**src/rtl/radar_stats_avg.sv**
```systemverilog
`timescale 1ns/1ps
// radar_stats_avg
// Measures ARP revolution period, ACP pulses per revolution and TRIG period
// in microsecond ticks. Periods are block-averaged over 2^AVG_LOG2 samples,
// TRIG extremes are tracked, and an ARP watchdog flags loss of signal.
// All asynchronous inputs are resynchronised into the sys_clk domain.
module radar_stats_avg #(
   parameter int DATA_WIDTH = 32,
   parameter int AVG_LOG2   = 2,
   parameter int TIMEOUT_US = 1000000
) (
   input  logic                  sys_clk,
   input  logic                  resetn,
   input  logic                  us_clk,
   input  logic                  arp,
   input  logic                  acp,
   input  logic                  trig,
   input  logic                  clear,
   output logic                  calibrated,
   output logic                  lost,
   output logic                  update,
   output logic [DATA_WIDTH-1:0] arp_us,
   output logic [DATA_WIDTH-1:0] trig_us,
   output logic [DATA_WIDTH-1:0] acp_cnt,
   output logic [DATA_WIDTH-1:0] trig_min_us,
   output logic [DATA_WIDTH-1:0] trig_max_us
);

   localparam int ACC_W = DATA_WIDTH + AVG_LOG2;
   localparam int CNT_W = (AVG_LOG2 > 0) ? AVG_LOG2 : 1;
   localparam int WD_W  = $clog2(TIMEOUT_US + 1);
   localparam int N_IN  = 4;

   localparam logic [DATA_WIDTH-1:0] ALL_ONES    = '1;
   localparam logic [CNT_W-1:0]      LAST_SAMPLE = CNT_W'((1 << AVG_LOG2) - 1);
   localparam logic [WD_W-1:0]       WD_LIMIT    = WD_W'(TIMEOUT_US);

   typedef enum logic [1:0] {
      ST_IDLE    = 2'd0,
      ST_ACQUIRE = 2'd1,
      ST_TRACK   = 2'd2,
      ST_LOST    = 2'd3
   } state_t;

   state_t state_reg;
   state_t state_next;

   // ------------------------------------------------------------------
   // Input conditioning: bit 0 us_clk, 1 arp, 2 acp, 3 trig
   // ------------------------------------------------------------------
   logic [N_IN-1:0] pin_async;
   logic [N_IN-1:0] edge_pulse;

   assign pin_async = {trig, acp, arp, us_clk};

   genvar gi;
   generate
      for (gi = 0; gi < N_IN; gi++) begin : g_sync
         logic meta_reg;
         logic sync_reg;
         logic dly_reg;
         logic edge_reg;

         // two-flop synchroniser, delayed copy and registered rising-edge pulse
         always_ff @(posedge sys_clk or negedge resetn) begin
            if (!resetn) begin
               meta_reg <= 1'b0;
               sync_reg <= 1'b0;
               dly_reg  <= 1'b0;
               edge_reg <= 1'b0;
            end else begin
               meta_reg <= pin_async[gi];
               sync_reg <= meta_reg;
               dly_reg  <= sync_reg;
               edge_reg <= sync_reg & ~dly_reg;
            end
         end

         assign edge_pulse[gi] = edge_reg;
      end
   endgenerate

   logic us_tick;
   logic arp_edge;
   logic acp_edge;
   logic trig_edge;

   assign us_tick   = edge_pulse[0];
   assign arp_edge  = edge_pulse[1];
   assign acp_edge  = edge_pulse[2];
   assign trig_edge = edge_pulse[3];

   // ------------------------------------------------------------------
   // Registers
   // ------------------------------------------------------------------
   logic [DATA_WIDTH-1:0] arp_run_reg;
   logic [DATA_WIDTH-1:0] trig_run_reg;
   logic [DATA_WIDTH-1:0] acp_run_reg;
   logic [WD_W-1:0]       wd_reg;
   logic                  trig_started_reg;

   logic [ACC_W-1:0]      arp_acc_reg;
   logic [ACC_W-1:0]      trig_acc_reg;
   logic [CNT_W-1:0]      arp_smp_reg;
   logic [CNT_W-1:0]      trig_smp_reg;
   logic                  arp_done_reg;
   logic                  trig_done_reg;

   logic                  update_reg;
   logic [DATA_WIDTH-1:0] arp_us_reg;
   logic [DATA_WIDTH-1:0] trig_us_reg;
   logic [DATA_WIDTH-1:0] acp_cnt_reg;
   logic [DATA_WIDTH-1:0] trig_min_reg;
   logic [DATA_WIDTH-1:0] trig_max_reg;

   // ------------------------------------------------------------------
   // Derived control
   // ------------------------------------------------------------------
   logic                  active;
   logic                  arp_record;
   logic                  trig_record;
   logic                  arp_pub;
   logic                  trig_pub;
   logic                  wd_expired;
   logic [ACC_W-1:0]      arp_sum;
   logic [ACC_W-1:0]      trig_sum;
   logic [DATA_WIDTH-1:0] arp_avg;
   logic [DATA_WIDTH-1:0] trig_avg;

   // Periods are only recorded while acquiring or tracking; the first ARP
   // edge after IDLE/LOST merely moves the FSM, so it never records.
   assign active      = (state_reg == ST_ACQUIRE) || (state_reg == ST_TRACK);
   assign arp_record  = arp_edge && active;
   assign trig_record = trig_edge && active && trig_started_reg;

   assign arp_sum  = arp_acc_reg + ACC_W'(arp_run_reg);
   assign trig_sum = trig_acc_reg + ACC_W'(trig_run_reg);
   assign arp_avg  = DATA_WIDTH'(arp_sum >> AVG_LOG2);
   assign trig_avg = DATA_WIDTH'(trig_sum >> AVG_LOG2);

   assign arp_pub    = arp_record && (arp_smp_reg == LAST_SAMPLE);
   assign trig_pub   = trig_record && (trig_smp_reg == LAST_SAMPLE);
   assign wd_expired = (wd_reg == WD_LIMIT);

   // ------------------------------------------------------------------
   // FSM
   // ------------------------------------------------------------------
   // state register
   always_ff @(posedge sys_clk or negedge resetn) begin
      if (!resetn) begin
         state_reg <= ST_IDLE;
      end else begin
         state_reg <= state_next;
      end
   end

   // next-state and status decode; clear always wins
   always_comb begin
      state_next = state_reg;
      calibrated = 1'b0;
      lost       = 1'b0;
      case (state_reg)
         ST_IDLE: begin
            if (arp_edge) begin
               state_next = ST_ACQUIRE;
            end
         end
         ST_ACQUIRE: begin
            if ((arp_done_reg || arp_pub) && (trig_done_reg || trig_pub)) begin
               state_next = ST_TRACK;
            end else if (wd_expired && !arp_edge) begin
               state_next = ST_LOST;
            end
         end
         ST_TRACK: begin
            calibrated = 1'b1;
            if (wd_expired && !arp_edge) begin
               state_next = ST_LOST;
            end
         end
         ST_LOST: begin
            lost = 1'b1;
            if (arp_edge) begin
               state_next = ST_ACQUIRE;
            end
         end
         default: state_next = ST_IDLE;
      endcase
      if (clear) begin
         state_next = ST_IDLE;
      end
   end

   // ------------------------------------------------------------------
   // Counters
   // ------------------------------------------------------------------
   // free-running saturating us counters; an edge restarts them, keeping a coincident tick
   always_ff @(posedge sys_clk or negedge resetn) begin
      if (!resetn) begin
         arp_run_reg  <= '0;
         trig_run_reg <= '0;
      end else if (clear) begin
         arp_run_reg  <= '0;
         trig_run_reg <= '0;
      end else begin
         if (arp_edge) begin
            arp_run_reg <= DATA_WIDTH'(us_tick);
         end else if (us_tick && (arp_run_reg != ALL_ONES)) begin
            arp_run_reg <= arp_run_reg + DATA_WIDTH'(1);
         end
         if (trig_edge) begin
            trig_run_reg <= DATA_WIDTH'(us_tick);
         end else if (us_tick && (trig_run_reg != ALL_ONES)) begin
            trig_run_reg <= trig_run_reg + DATA_WIDTH'(1);
         end
      end
   end

   // ACP pulses in the current revolution; a coincident ACP belongs to the new one
   always_ff @(posedge sys_clk or negedge resetn) begin
      if (!resetn) begin
         acp_run_reg <= '0;
      end else if (clear) begin
         acp_run_reg <= '0;
      end else if (arp_edge) begin
         acp_run_reg <= DATA_WIDTH'(acp_edge);
      end else if (acp_edge && (acp_run_reg != ALL_ONES)) begin
         acp_run_reg <= acp_run_reg + DATA_WIDTH'(1);
      end
   end

   // ARP watchdog: ticks since the last ARP edge, parked while idle or lost
   always_ff @(posedge sys_clk or negedge resetn) begin
      if (!resetn) begin
         wd_reg <= '0;
      end else if (clear || !active) begin
         wd_reg <= '0;
      end else if (arp_edge) begin
         wd_reg <= WD_W'(us_tick);
      end else if (us_tick && !wd_expired) begin
         wd_reg <= wd_reg + WD_W'(1);
      end
   end

   // TRIG measurement arms on the first TRIG edge seen while active
   always_ff @(posedge sys_clk or negedge resetn) begin
      if (!resetn) begin
         trig_started_reg <= 1'b0;
      end else if (clear || !active) begin
         trig_started_reg <= 1'b0;
      end else if (trig_edge) begin
         trig_started_reg <= 1'b1;
      end
   end

   // ------------------------------------------------------------------
   // Averaging
   // ------------------------------------------------------------------
   // block accumulators; restart from zero on every publish and outside acquisition
   always_ff @(posedge sys_clk or negedge resetn) begin
      if (!resetn) begin
         arp_acc_reg  <= '0;
         arp_smp_reg  <= '0;
         trig_acc_reg <= '0;
         trig_smp_reg <= '0;
      end else if (clear || !active) begin
         arp_acc_reg  <= '0;
         arp_smp_reg  <= '0;
         trig_acc_reg <= '0;
         trig_smp_reg <= '0;
      end else begin
         if (arp_pub) begin
            arp_acc_reg <= '0;
            arp_smp_reg <= '0;
         end else if (arp_record) begin
            arp_acc_reg <= arp_sum;
            arp_smp_reg <= arp_smp_reg + CNT_W'(1);
         end
         if (trig_pub) begin
            trig_acc_reg <= '0;
            trig_smp_reg <= '0;
         end else if (trig_record) begin
            trig_acc_reg <= trig_sum;
            trig_smp_reg <= trig_smp_reg + CNT_W'(1);
         end
      end
   end

   // per-acquisition flags: has each average been published at least once
   always_ff @(posedge sys_clk or negedge resetn) begin
      if (!resetn) begin
         arp_done_reg  <= 1'b0;
         trig_done_reg <= 1'b0;
      end else if (clear || !active) begin
         arp_done_reg  <= 1'b0;
         trig_done_reg <= 1'b0;
      end else begin
         if (arp_pub) begin
            arp_done_reg <= 1'b1;
         end
         if (trig_pub) begin
            trig_done_reg <= 1'b1;
         end
      end
   end

   // ------------------------------------------------------------------
   // Published outputs
   // ------------------------------------------------------------------
   // output registers: hold outside acquisition, republish on records
   always_ff @(posedge sys_clk or negedge resetn) begin
      if (!resetn) begin
         update_reg   <= 1'b0;
         arp_us_reg   <= '0;
         trig_us_reg  <= '0;
         acp_cnt_reg  <= '0;
         trig_min_reg <= ALL_ONES;
         trig_max_reg <= '0;
      end else if (clear) begin
         update_reg   <= 1'b0;
         arp_us_reg   <= '0;
         trig_us_reg  <= '0;
         acp_cnt_reg  <= '0;
         trig_min_reg <= ALL_ONES;
         trig_max_reg <= '0;
      end else begin
         update_reg <= arp_record;
         if (arp_record) begin
            acp_cnt_reg <= acp_run_reg;
         end
         if (arp_pub) begin
            arp_us_reg <= arp_avg;
         end
         if (trig_pub) begin
            trig_us_reg <= trig_avg;
         end
         if (trig_record && (trig_run_reg < trig_min_reg)) begin
            trig_min_reg <= trig_run_reg;
         end
         if (trig_record && (trig_run_reg > trig_max_reg)) begin
            trig_max_reg <= trig_run_reg;
         end
      end
   end

   assign update      = update_reg;
   assign arp_us      = arp_us_reg;
   assign trig_us     = trig_us_reg;
   assign acp_cnt     = acp_cnt_reg;
   assign trig_min_us = trig_min_reg;
   assign trig_max_us = trig_max_reg;

endmodule

```
**config.mk**
```make
export PLATFORM = sky130hd
export DESIGN_NAME = radar_stats_avg
export DESIGN_NICKNAME = d
export VERILOG_FILES = /design/src/rtl/radar_stats_avg.sv
export SDC_FILE = /design/constraint.sdc
export NUM_CORES = 1
export LEC_CHECK = 0
export CAP_MARGIN = 0
export CORE_UTILIZATION = 50
export CTS_BUF_LIST = sky130_fd_sc_hd__clkbuf_4 sky130_fd_sc_hd__clkbuf_8
export CTS_CLUSTER_SIZE = 10
export DETAILED_ROUTE_END_ITERATION = 7
export PLACE_DENSITY = 0.7
export SETUP_SLACK_MARGIN = 0.02
export SKIP_CTS_REPAIR_TIMING = 1
export SYNTH_ARGS = -nofsm -noshare
export SYNTH_HDL_FRONTEND = slang
export SYNTH_SLANG_ARGS = --single-unit
```
**constraint.sdc**
```tcl
create_clock -name sys_clk -period 3.9 [get_ports sys_clk]
set_input_delay 1.17 -clock sys_clk [delete_from_list [all_inputs] [get_ports sys_clk]]
set_output_delay 1.17 -clock sys_clk [all_outputs]
set_load 0.005 [all_outputs]
```
==> results.tsv <==
metric	value	unit
status	complete, no violations	
met1 GRT Util	33.86	%
Core Rows	73	
Max-slew headroom	41.02	%
worst hold margin	0.3488	ns
DRT Wirelength	51450	µm
Worst EP required	4.40	ns
Final #Nets	2471	
Total GRT Usage	25.28	%
worst-path fanout max	9	
dpl ws	0.4738	ns
CP endpoint kind	register	
Final Skew	0.03356	ns
global-route wire length before repair	85730	µm
initial drt markers	797	
# diodes	0	
Starting Density	50.99	%
share of layout cells above drive strength 1	9.297	%
ys flop type	dfrtp_1	
Via-to-Cell Ratio	5.740	
met3 usage	3.380	%
asr flop ratio synth	100.0	%
CTS sink count	370	
CTS buffer count	68	
Post-synth EDFFs	0	
grt ovf	0	
final critical-path required period	3.506	ns
Core Region	40010	µm²
post-DP HPWL	35750	µm
largest net degree at the start of global routing	81	
Seq/Total Area, Yosys	45.59	%
crit path kind	reg -> reg	
PortBufs	169	
Skew-Pair Late Insertion Delay	0.62	ns
cell mode on critical path	a21oi_1	
Die Wd	204.0	µm
Cell Chain, Critical Path	ha_1 > a21oi_1 > nand2_1 > a221o_1 > o21ai_0 > a21oi_1 > o21ai_1 > o311a_1 > xnor2_1 > a211oi_1	
Worst Tran Pin Value	0.8624	ns
Arr. time, crit path	4.00	ns
yosys warns	0	
drt first pass iters	7	
#FFs+latches synth	370	
Final period util	89.91	%
class of the tightest hold or removal check	reg -> reg	
share of the synthesized area in the top cell type	41.47	%
drt wl/cell	17.73	µm
Lkg Pwr	11.28	nW
vias in the first global route	16890	
initial antenna violation count	0	
RSZ-0062 raised after global routing	no	
VDD IR max	0.2434	mV
DR vias	16660	
Yosys top cell by area	dfrtp_1	
setup TNS	0	ns
synthesized instance count	2136	
die outline height	204.0	µm
P&R area growth vs syn	19.10	%
Max-Cap Viols	0	
Post-DRT Antenna Nets	0	
gr busiest metal	met2	
I/O pin count	170	
Avg Cell Area, Syn	9.549	µm²
Power Density	351.5	nW/µm²
syn_nets	2283	
final worst slack	0.3936	ns
Hold Vio Cnt, Final	0	
max-slew violations	0	
met2 Use GR	42.40	%
Area contributors post-synth	dfrtp_1 41%, ha_1 8.5%, nor2_1 4.2%, dfstp_2 4.1%, a21oi_1 3.8%	
Die ar.	41610	µm²
Worst path max stage delay	0.57	ns
fillers	3437	
Final Setup Violations	0	
f_max	0.2852	GHz
# H-tree levels	3	
startpoint class of the critical path	register	
DRC viols	0	
clock-pin slew on the worst setup and hold paths	0.06	ns
CTS tree	built	
routability congestion estimate from global placement	0.8854	
Slowest-stage cell, CP	o21ai_1	
Cell Area, Synth	20400	µm²
clk buf depth	3	
Distinct cells, synth	73	
root buffer cell	clkbuf_8	
## cell type report
class | count | area (µm²) | share of cell area, %
clock buffer | 107 | 1341 | 5.522
clock inverter | 16 | 145.1 | 0.5975
inverter | 116 | 435.4 | 1.792
tap | 525 | 656.9 | 2.704
timing repair buffer | 208 | 2049 | 8.437
multi-input combinational | 1560 | 10360 | 42.67
sequential | 370 | 9299 | 38.28
## synth_stat cells, types with 11 or more instances
| library cell | count |
|---|---|
| dfrtp_1 | 338 |
| nor2_1 | 230 |
| nand2_1 | 194 |
| a21oi_1 | 153 |
| ha_1 | 138 |
| inv_1 | 116 |
| xor2_1 | 82 |
| clkbuf_1 | 81 |
| o21ai_0 | 81 |
| a22o_1 | 79 |
| xnor2_1 | 68 |
| nand3_1 | 54 |
| a21o_1 | 49 |
| nand4_1 | 48 |
| nor3_1 | 41 |
| mux2i_1 | 36 |
| dfstp_2 | 32 |
| and3_1 | 29 |
| or3_1 | 29 |
| a211o_1 | 27 |
| nor2b_1 | 19 |
| a211oi_1 | 17 |
| nand2b_1 | 16 |
| a31oi_1 | 14 |
| nor4_1 | 13 |
| and4_1 | 11 |
## where the power goes
group          internal (mW)  switching (mW)  leakage [nW]
Sequential              3.89          0.0431          5.02
Combinational          0.172           0.432          5.46
Clock                   2.33            1.67         0.788
Total                   6.39            2.15          11.3
## worst max-delay path: cells and delay by family, from the launching register on
family	cells	cell delay, ns
AOI/OAI and AO/OA	7	2.34
adders and majority gates	1	0.44
xor gates and xnor gates	1	0.08
DFF	1	0.47
and+or+nand+nor	1	0.07
## cell usage in the layout (no fill, tap or decap), types with 39 or more instances in the layout
cell type	instances
xnor2_1	68
dfrtp_1	338
a21o_1	49
ha_1	138
clkdlybuf4s50_1	167
a22o_1	79
nor2_1	227
nand3_1	54
nor3_1	39
xor2_1	82
clkbuf_8	86
o21ai_0	81
nand2_1	194
inv_1	116
nand4_1	48
a21oi_1	152
## metrics by stage
step	cell area (µm²)	power (mW)	std cells	util, %
floorplan	20400	4.303	2136	-
global placement	22810	4.600	2779	57.01
detailed placement	22810	4.612	2779	57.01
CTS	24290	8.647	2902	60.72
global route	24290	8.881	2902	60.72
finish	24290	8.538	2902	60.72
## logic make-up (layout without fill, tap and decap cells)
| logic type | after synthesis | count (layout) | synth area share [%] |
|---|---|---|---|
| flops | 370 | 370 | 45.59 |
| buf+inv | 206 | 447 | 3.858 |
| mux | 36 | 36 | 1.767 |
| compound gates | 501 | 501 | 16.53 |
| xor+xnor | 150 | 150 | 6.441 |
| simple gates | 733 | 733 | 17.16 |
| fa+ha+maj | 140 | 140 | 8.662 |
## per-layer routing
| layer | up-vias | routed length [µm] |
|---|---|---|
| met4 | 0 | 1069 |
| met5 | - | 0 |
| met2 | 398 | 24780 |
| li1 | 7955 | - |
| met1 | 8223 | 23300 |
| met3 | 82 | 2305 |
## final timing paths
check | to | depth (start not counted) | slack [ns] | startpoint
max | trig_us[31] | 10 | 0.39 | trig_run_reg[9]
min | g_sync[3].sync_reg | 0 | 0.35 | g_sync[3].meta_reg
max reg2reg | trig_us[31] | 10 | 0.39 | trig_run_reg[9]
min reg2reg | g_sync[3].sync_reg | 0 | 0.35 | g_sync[3].meta_reg
max in group asynchronous | acp_run_reg[6] | 2 | 2.45 | resetn
min in group asynchronous | trig_run_reg[9] | 1 | 0.60 | resetn
No activity file was read; power rests on OpenSTA's default activity.
